<file path="src/rtl/clk_div_sched_if.sv">
// Control/status bundle for clk_div_sched: ratio config handshake,
// start/stop sequencing and the divided-clock outputs.
interface clk_div_sched_if #(
    parameter int DIV_W = 16,
    parameter int CNT_W = 8
);
    logic             cfg_valid;
    logic             cfg_ready;
    logic [DIV_W-1:0] cfg_div;
    logic             start;
    logic [CNT_W-1:0] burst_len;
    logic             stop;
    logic             div_clk;
    logic             tick;
    logic             busy;
    logic             done;
    logic             err;

    // Controller side: drives requests, observes status.
    modport master (
        output cfg_valid, cfg_div, start, burst_len, stop,
        input  cfg_ready, div_clk, tick, busy, done, err
    );

    // Divider side.
    modport slave (
        input  cfg_valid, cfg_div, start, burst_len, stop,
        output cfg_ready, div_clk, tick, busy, done, err
    );
endinterface

</file>
<file path="src/rtl/clk_div_sched.sv">
// Programmable clock-divider controller. An internal counter walks each
// period; every output is a register taken from that counter one cycle
// later, so a start sampled at edge T shows its first tick after T+1.
// Ratio changes while running wait in a one-entry shadow and take effect
// only on a period boundary, so no period is ever cut or stretched.
module clk_div_sched #(
    parameter int DIV_W       = 16,
    parameter int CNT_W       = 8,
    parameter int DEFAULT_DIV = 16
) (
    input  logic          clk,
    input  logic          rst,
    clk_div_sched_if.slave bus
);
    typedef enum logic [1:0] {IDLE, RUN, DRAIN} state_t;

    state_t           state;
    logic [DIV_W-1:0] cnt;
    logic [DIV_W-1:0] div;
    logic [DIV_W-1:0] shd;
    logic             shd_vld;
    logic [CNT_W-1:0] pcnt;
    logic [CNT_W-1:0] blen;
    logic             end_q;

    logic             acc;
    logic             cfg_ok;
    logic             bnd;
    logic             last;
    logic [CNT_W:0]   pcnt_inc;

    // A config is taken whenever the shadow slot is free.
    assign bus.cfg_ready = ~shd_vld;
    assign acc           = bus.cfg_valid & ~shd_vld;
    assign cfg_ok        = (bus.cfg_div >= DIV_W'(2));
    assign bnd           = (state != IDLE) && (cnt == div - DIV_W'(1));
    assign pcnt_inc      = {1'b0, pcnt} + {{CNT_W{1'b0}}, 1'b1};
    // Sequence ends at this boundary on burst completion, a pending drain,
    // or a stop that lands exactly on the boundary (period already whole).
    assign last = bnd && (((blen != '0) && (pcnt_inc == {1'b0, blen})) ||
                          (state == DRAIN) || bus.stop);

    // Sequencer: state, period counter, active ratio and shadow.
    always_ff @(posedge clk or negedge rst) begin
        if (!rst) begin
            state   <= IDLE;
            cnt     <= '0;
            div     <= DIV_W'(DEFAULT_DIV);
            shd     <= '0;
            shd_vld <= 1'b0;
            pcnt    <= '0;
            blen    <= '0;
            end_q   <= 1'b0;
        end else begin
            end_q <= 1'b0;
            case (state)
                IDLE: begin
                    cnt  <= '0;
                    pcnt <= '0;
                    if (acc && cfg_ok) div <= bus.cfg_div;
                    if (bus.start) begin
                        state <= RUN;
                        blen  <= bus.burst_len;
                    end
                end
                RUN, DRAIN: begin
                    if (bnd) begin
                        cnt  <= '0;
                        pcnt <= (&pcnt) ? pcnt : pcnt_inc[CNT_W-1:0];
                        if (shd_vld) begin
                            div     <= shd;
                            shd_vld <= 1'b0;
                        end
                        if (last) begin
                            state <= IDLE;
                            end_q <= 1'b1;
                            // Nothing applies a shadow in IDLE, so go direct.
                            if (acc && cfg_ok) div <= bus.cfg_div;
                        end else if (acc && cfg_ok) begin
                            shd     <= bus.cfg_div;
                            shd_vld <= 1'b1;
                        end
                    end else begin
                        cnt <= cnt + DIV_W'(1);
                        if (bus.stop && state == RUN) state <= DRAIN;
                        if (acc && cfg_ok) begin
                            shd     <= bus.cfg_div;
                            shd_vld <= 1'b1;
                        end
                    end
                end
                default: state <= IDLE;
            endcase
        end
    end

    // Registered outputs derived from the sequencer one cycle behind.
    always_ff @(posedge clk or negedge rst) begin
        if (!rst) begin
            bus.busy    <= 1'b0;
            bus.tick    <= 1'b0;
            bus.div_clk <= 1'b0;
            bus.done    <= 1'b0;
            bus.err     <= 1'b0;
        end else begin
            bus.busy    <= (state != IDLE);
            bus.tick    <= (state != IDLE) && (cnt == '0);
            bus.div_clk <= (state != IDLE) && (cnt >= (div >> 1));
            bus.done    <= end_q;
            bus.err     <= acc & ~cfg_ok;
        end
    end
endmodule

</file>
<file path="src/flat_wrapper.sv">
// flat-port wrapper written by rule: the top's interface ports become plain ports
module clk_div_sched_flat 
#(
    parameter int DIV_W       = 16,
    parameter int CNT_W       = 8,
    parameter int DEFAULT_DIV = 16
)
  (clk, rst, bus_cfg_valid, bus_cfg_div, bus_start, bus_burst_len, bus_stop, bus_cfg_ready, bus_div_clk, bus_tick, bus_busy, bus_done, bus_err);
  clk_div_sched_if #(.DIV_W(DIV_W), .CNT_W(CNT_W)) bus_i ();
  input  logic clk;
  input  logic rst;
  input wire logic [$bits(bus_i.cfg_valid)-1:0] bus_cfg_valid;
  input wire logic [$bits(bus_i.cfg_div)-1:0] bus_cfg_div;
  input wire logic [$bits(bus_i.start)-1:0] bus_start;
  input wire logic [$bits(bus_i.burst_len)-1:0] bus_burst_len;
  input wire logic [$bits(bus_i.stop)-1:0] bus_stop;
  output wire logic [$bits(bus_i.cfg_ready)-1:0] bus_cfg_ready;
  output wire logic [$bits(bus_i.div_clk)-1:0] bus_div_clk;
  output wire logic [$bits(bus_i.tick)-1:0] bus_tick;
  output wire logic [$bits(bus_i.busy)-1:0] bus_busy;
  output wire logic [$bits(bus_i.done)-1:0] bus_done;
  output wire logic [$bits(bus_i.err)-1:0] bus_err;
  assign bus_i.cfg_valid = bus_cfg_valid;
  assign bus_i.cfg_div = bus_cfg_div;
  assign bus_i.start = bus_start;
  assign bus_i.burst_len = bus_burst_len;
  assign bus_i.stop = bus_stop;
  assign bus_cfg_ready = bus_i.cfg_ready;
  assign bus_div_clk = bus_i.div_clk;
  assign bus_tick = bus_i.tick;
  assign bus_busy = bus_i.busy;
  assign bus_done = bus_i.done;
  assign bus_err = bus_i.err;
  clk_div_sched #(.DIV_W(DIV_W), .CNT_W(CNT_W), .DEFAULT_DIV(DEFAULT_DIV)) u_core (.clk(clk), .rst(rst), .bus(bus_i));
endmodule
</file>
<file path="config.mk">
export PLATFORM = sky130hd
export DESIGN_NAME = clk_div_sched_flat
export DESIGN_NICKNAME = d
export VERILOG_FILES = /design/src/rtl/clk_div_sched_if.sv /design/src/rtl/clk_div_sched.sv /design/src/flat_wrapper.sv
export SDC_FILE = /design/constraint.sdc
export NUM_CORES = 1
export LEC_CHECK = 0
export BUFFER_PORTS_ARGS = -buffer_cell sky130_fd_sc_hd__buf_2
export CORE_AREA = 2 2 106 97
export DETAILED_ROUTE_END_ITERATION = 8
export DIE_AREA = 0 0 108 99
export GPL_TIMING_DRIVEN = 1
export PLACE_DENSITY_LB_ADDON = 0.15
export SYNTH_ARGS = -nofsm -noshare
export SYNTH_HDL_FRONTEND = slang
export SYNTH_SLANG_ARGS = --single-unit
</file>
<file path="constraint.sdc">
create_clock -name clk -period 8.76 [get_ports clk]
set_input_delay 0.438 -clock clk [delete_from_list [all_inputs] [get_ports clk]]
set_output_delay 0.438 -clock clk [all_outputs]
set_load 0.005 [all_outputs]
</file>
==> metrics.json <==
{
  "drc_errors": 0,
  "place_hpwl_um": 7880,
  "timing.final.max_slew_violations": 0,
  "grt_pass1_wl_um": 18400,
  "avg_vias_per_cell": 5.83,
  "cts-resized-gates": 0,
  "ys_top_cells_by_area": "dfrtp_1 38%, ha_1 6.4%, mux2_2 6.0%",
  "detailedRoute.firstIterationViolations": 213,
  "m1WireLength_um": 5460,
  "critical-path-slowest-cell": "or4_1",
  "design.final.nets": 578,
  "wl_per_cell_um": 16.6,
  "power_frac_comb_pct": 11.0,
  "worst_case_clock_buffer_depth": 2,
  "synth-seq-cells": 73,
  "initial_core_utilization_pct": 49.1,
  "clk_root_buffer_cell": "clkbuf_8",
  "met2_wirelength_um": 4730,
  "leakagePower_nw": 2.47,
  "setup-violations-final": 0,
  "gp_congestion": 0.828,
  "pin_count_of_the_biggest_net_entering_global_routing": 74,
  "antennaDiodeCount": 0,
  "netlist-cell-type-count": 56,
  "critPathRequiredTime_ns": 9.02,
  "drt.antenna.violating_nets": 0,
  "timing.final.crit_period_ns": 4.18,
  "io_buffer_count": 34,
  "cts-htree-levels": 3,
  "criticalPathCategory": "flop to flop",
  "synth_top_flop_cell": "dfrtp_1",
  "met3RoutedLength_um": 581,
  "count_of_vias_placed_by_the_detailed_router": 3823,
  "mappedNetlistArea_sq_um": 4700,
  "drt_first_pass_iters": 5,
  "postSynthCellCount": 499,
  "synth-async-reset-ratio_pct": 100,
  "worst_setup_path_startpoint": "u_core.div[5]$_DFFE_PN0P_",
  "post-synth-top-area-fraction_pct": 38.4,
  "cp-endpoint": "u_core.pcnt[0]$_DFFE_PN0P_",
  "pwr-share-seq_pct": 50.9,
  "clockPowerShare_pct": 38.1,
  "total_power_per_unit_cell_area_nw_per_um2": 144,
  "ioPinCount": 35,
  "design.die.area_sq_um": 10700,
  "number_of_cts_inserted_buffers": 9,
  "wirelength_um": 10900,
  "die-height_um": 99,
  "run_status": "finished, final reports clean",
  "cts.sinks": 73,
  "synth.yosys.seq_area_share_pct": 38.9,
  "grt_usage_pct": 22.3,
  "period_share_pct": 47.7,
  "cts_tree": "done",
  "rr_worst_depth": 9,
  "vias_in_the_first_global_route": 3592,
  "clk_latency_ns": 0.36,
  "setup.reg_to_reg.worst_slack_ns": 4.58,
  "drive_above_1_share_pct": 16.2,
  "synth_edf_count": 0,
  "syn2layout_area_growth_pct": 9.91,
  "initial_antenna_violation_count": 0,
  "critical_path.max_stage_delay_ns": 0.66,
  "worst-endpoint-arrival_ns": 4.43,
  "worst-slew-pin-transition_ns": 1.05,
  "hold_viol_final": 0,
  "worst_slew_margin_relative_to_its_limit_pct": 29.7,
  "syn_avg_cell_area_sq_um": 9.41,
  "cell_chain_of_the_critical_path": "or4_1 > or3_1 > a2111oi_1 > o32ai_1 > o41a_1 > nor2_1 > buf_4 > mux2i_1 > nand2_1",
  "clk_transition_reported_paths_ns": 0.08,
  "sw_frac_of_total_pct": 26.0,
  "coreArea_sq_um": 9570,
  "setup_repair_after_global_routing_missed_its_margin": "no",
  "worst-path-max-fanout": 12,
  "synthMostInstantiatedCell": "dfrtp_1",
  "drv_cap": 0,
  "top_signal_layer_used": "met4",
  "grt_overflow": 0,
  "yosysWarningCount": 0,
  "intPower_mw": 0.549,
  "min-delay-path-class": "primary input to async pin",
  "tns_ns": 0,
  "die_w_um": 108,
  "design_area_sq_um": 5160,
  "setup.worst_path.start_class": "flop",
  "endpoint_kind": "flop",
  "net_switching_power_of_the_design_mw": 0.193,
  "fmax_ghz": 0.239,
  "placement.cell_area_sq_um": 4950,
  "worst_ir_drop_vdd_v": 0.000125,
  "cts.repair_timing.setup_buffer_count": 0,
  "critical_path.reg2reg.endpoint": "u_core.pcnt[0]$_DFFE_PN0P_",
  "synth.net_count": 552,
  "crit-reg2reg-launch": "u_core.div[5]$_DFFE_PN0P_",
  "fin_skew_ns": 0.00948,
  "cts.hold.buffers_added": 0,
  "yosys-top-cells-count": "72 x dfrtp_1, 42 x inv_1, 35 x o21ai_0, 30 x nor2_1, 25 x mux2_2",
  "synth_top_area_cell": "dfrtp_1",
  "std_cell_rows": 34
}
-- metal layers --
metal / track usage (%) / up-vias
li1: - / 1874
met1: 33.3 / 1828
met2: 32.0 / 109
met3: 5.29 / 12
met4: 6.41 / 0
met5: 0 / -
-- stage by stage --
stage	power [mW]	hold WS, ns	worst slack (ns)	utilization [%]	instances
6_report	0.742	0.208	4.58	53.9	656
5_1_grt	0.782	0.277	4.33	53.9	656
3_3_place_gp	0.464	0.332	4.79	51.7	640
2_1_floorplan	0.434	0.142	5.25	-	499
4_1_cts	0.750	0.242	4.64	53.9	656
3_5_place_dp	0.467	0.338	4.66	51.7	640
-- worst min path at each step --
stage                                      start                          to  slack (ns)  cells past startpoint
after floorplan                              rst  u_core.blen[0]$_DFFE_PN0P_        0.14                      0
after global placement    u_core.end_q$_DFF_PN0_   u_core.bus.done$_DFF_PN0_        0.33                      0
after detailed placement  u_core.end_q$_DFF_PN0_   u_core.bus.done$_DFF_PN0_        0.34                      0
after CTS                                    rst   u_core.cnt[9]$_DFFE_PN0P_        0.24                      1
after global routing                         rst   u_core.cnt[9]$_DFFE_PN0P_        0.28                      1
final                                        rst   u_core.cnt[9]$_DFFE_PN0P_        0.21                      1
-- cells in the final DEF, fill, tap and decap left out, types with 3 or more instances in the layout --
| cell | n |
|---|---|
| a211oi_1 | 4 |
| a21o_1 | 10 |
| a21oi_1 | 15 |
| a22o_1 | 17 |
| a22oi_1 | 17 |
| and2_1 | 3 |
| and3_1 | 11 |
| buf_2 | 33 |
| buf_4 | 3 |
| clkbuf_8 | 10 |
| dfrtp_1 | 72 |
| ha_1 | 24 |
| inv_1 | 42 |
| inv_6 | 3 |
| mux2_2 | 25 |
| mux2i_1 | 5 |
| nand2_1 | 23 |
| nand2b_1 | 4 |
| nand3_1 | 12 |
| nand3b_1 | 3 |
| nand4_1 | 9 |
| nor2_1 | 30 |
| nor3_1 | 13 |
| nor3b_1 | 3 |
| nor4_1 | 16 |
| nor4b_1 | 3 |
| o211a_1 | 4 |
| o211ai_1 | 4 |
| o21ai_0 | 35 |
| or2_2 | 3 |
| or3_1 | 5 |
| or4_1 | 3 |
| xnor2_1 | 17 |
| xor2_1 | 17 |
-- state kept, by name, indices dropped and copies added (netlist names), 2 cells and up --
register      count
u_core.blen       8
u_core.cnt       16
u_core.div       16
u_core.pcnt       8
u_core.shd       16
u_core.state      2
-- cell type report --
type,instances,area [sq um]
fill,908,4410
multi-input combinational,363,2620
sequential,73,1830
timing repair buffer,36,188
inverter,42,158
tap,126,158
clock buffer,10,138
clock inverter,6,72.6
-- logic make-up after synthesis --
logic type / after synthesis / synth area share [%]
AOI/OAI and AO/OA: 128 / 18.9
DFF: 73 / 38.9
muxes: 30 / 7.06
buffers and inverters: 63 / 5.28
xor gates and xnor gates: 34 / 6.34
adders and majority gates: 24 / 6.39
and+or+nand+nor: 147 / 17.1
-- critical path: cells and delay by family, from the launching register on --
kind | cells | cell delay [ns]
compound gates | 3 | 1.34
buf+inv | 1 | 0.31
flops | 1 | 0.47
mux | 1 | 0.19
simple gates | 4 | 1.75
-- power groups by stage --
stage / logic [mW] / clock network (mW) / registers (mW)
finish: 0.0819 / 0.282 / 0.378
global route: 0.0957 / 0.306 / 0.381
CTS: 0.0825 / 0.291 / 0.377
detailed placement: 0.0825 / 0 / 0.384
global placement: 0.0809 / 0 / 0.383
floorplan: 0.0539 / 0 / 0.381
Note: power is estimated with default switching activity, not from simulation.
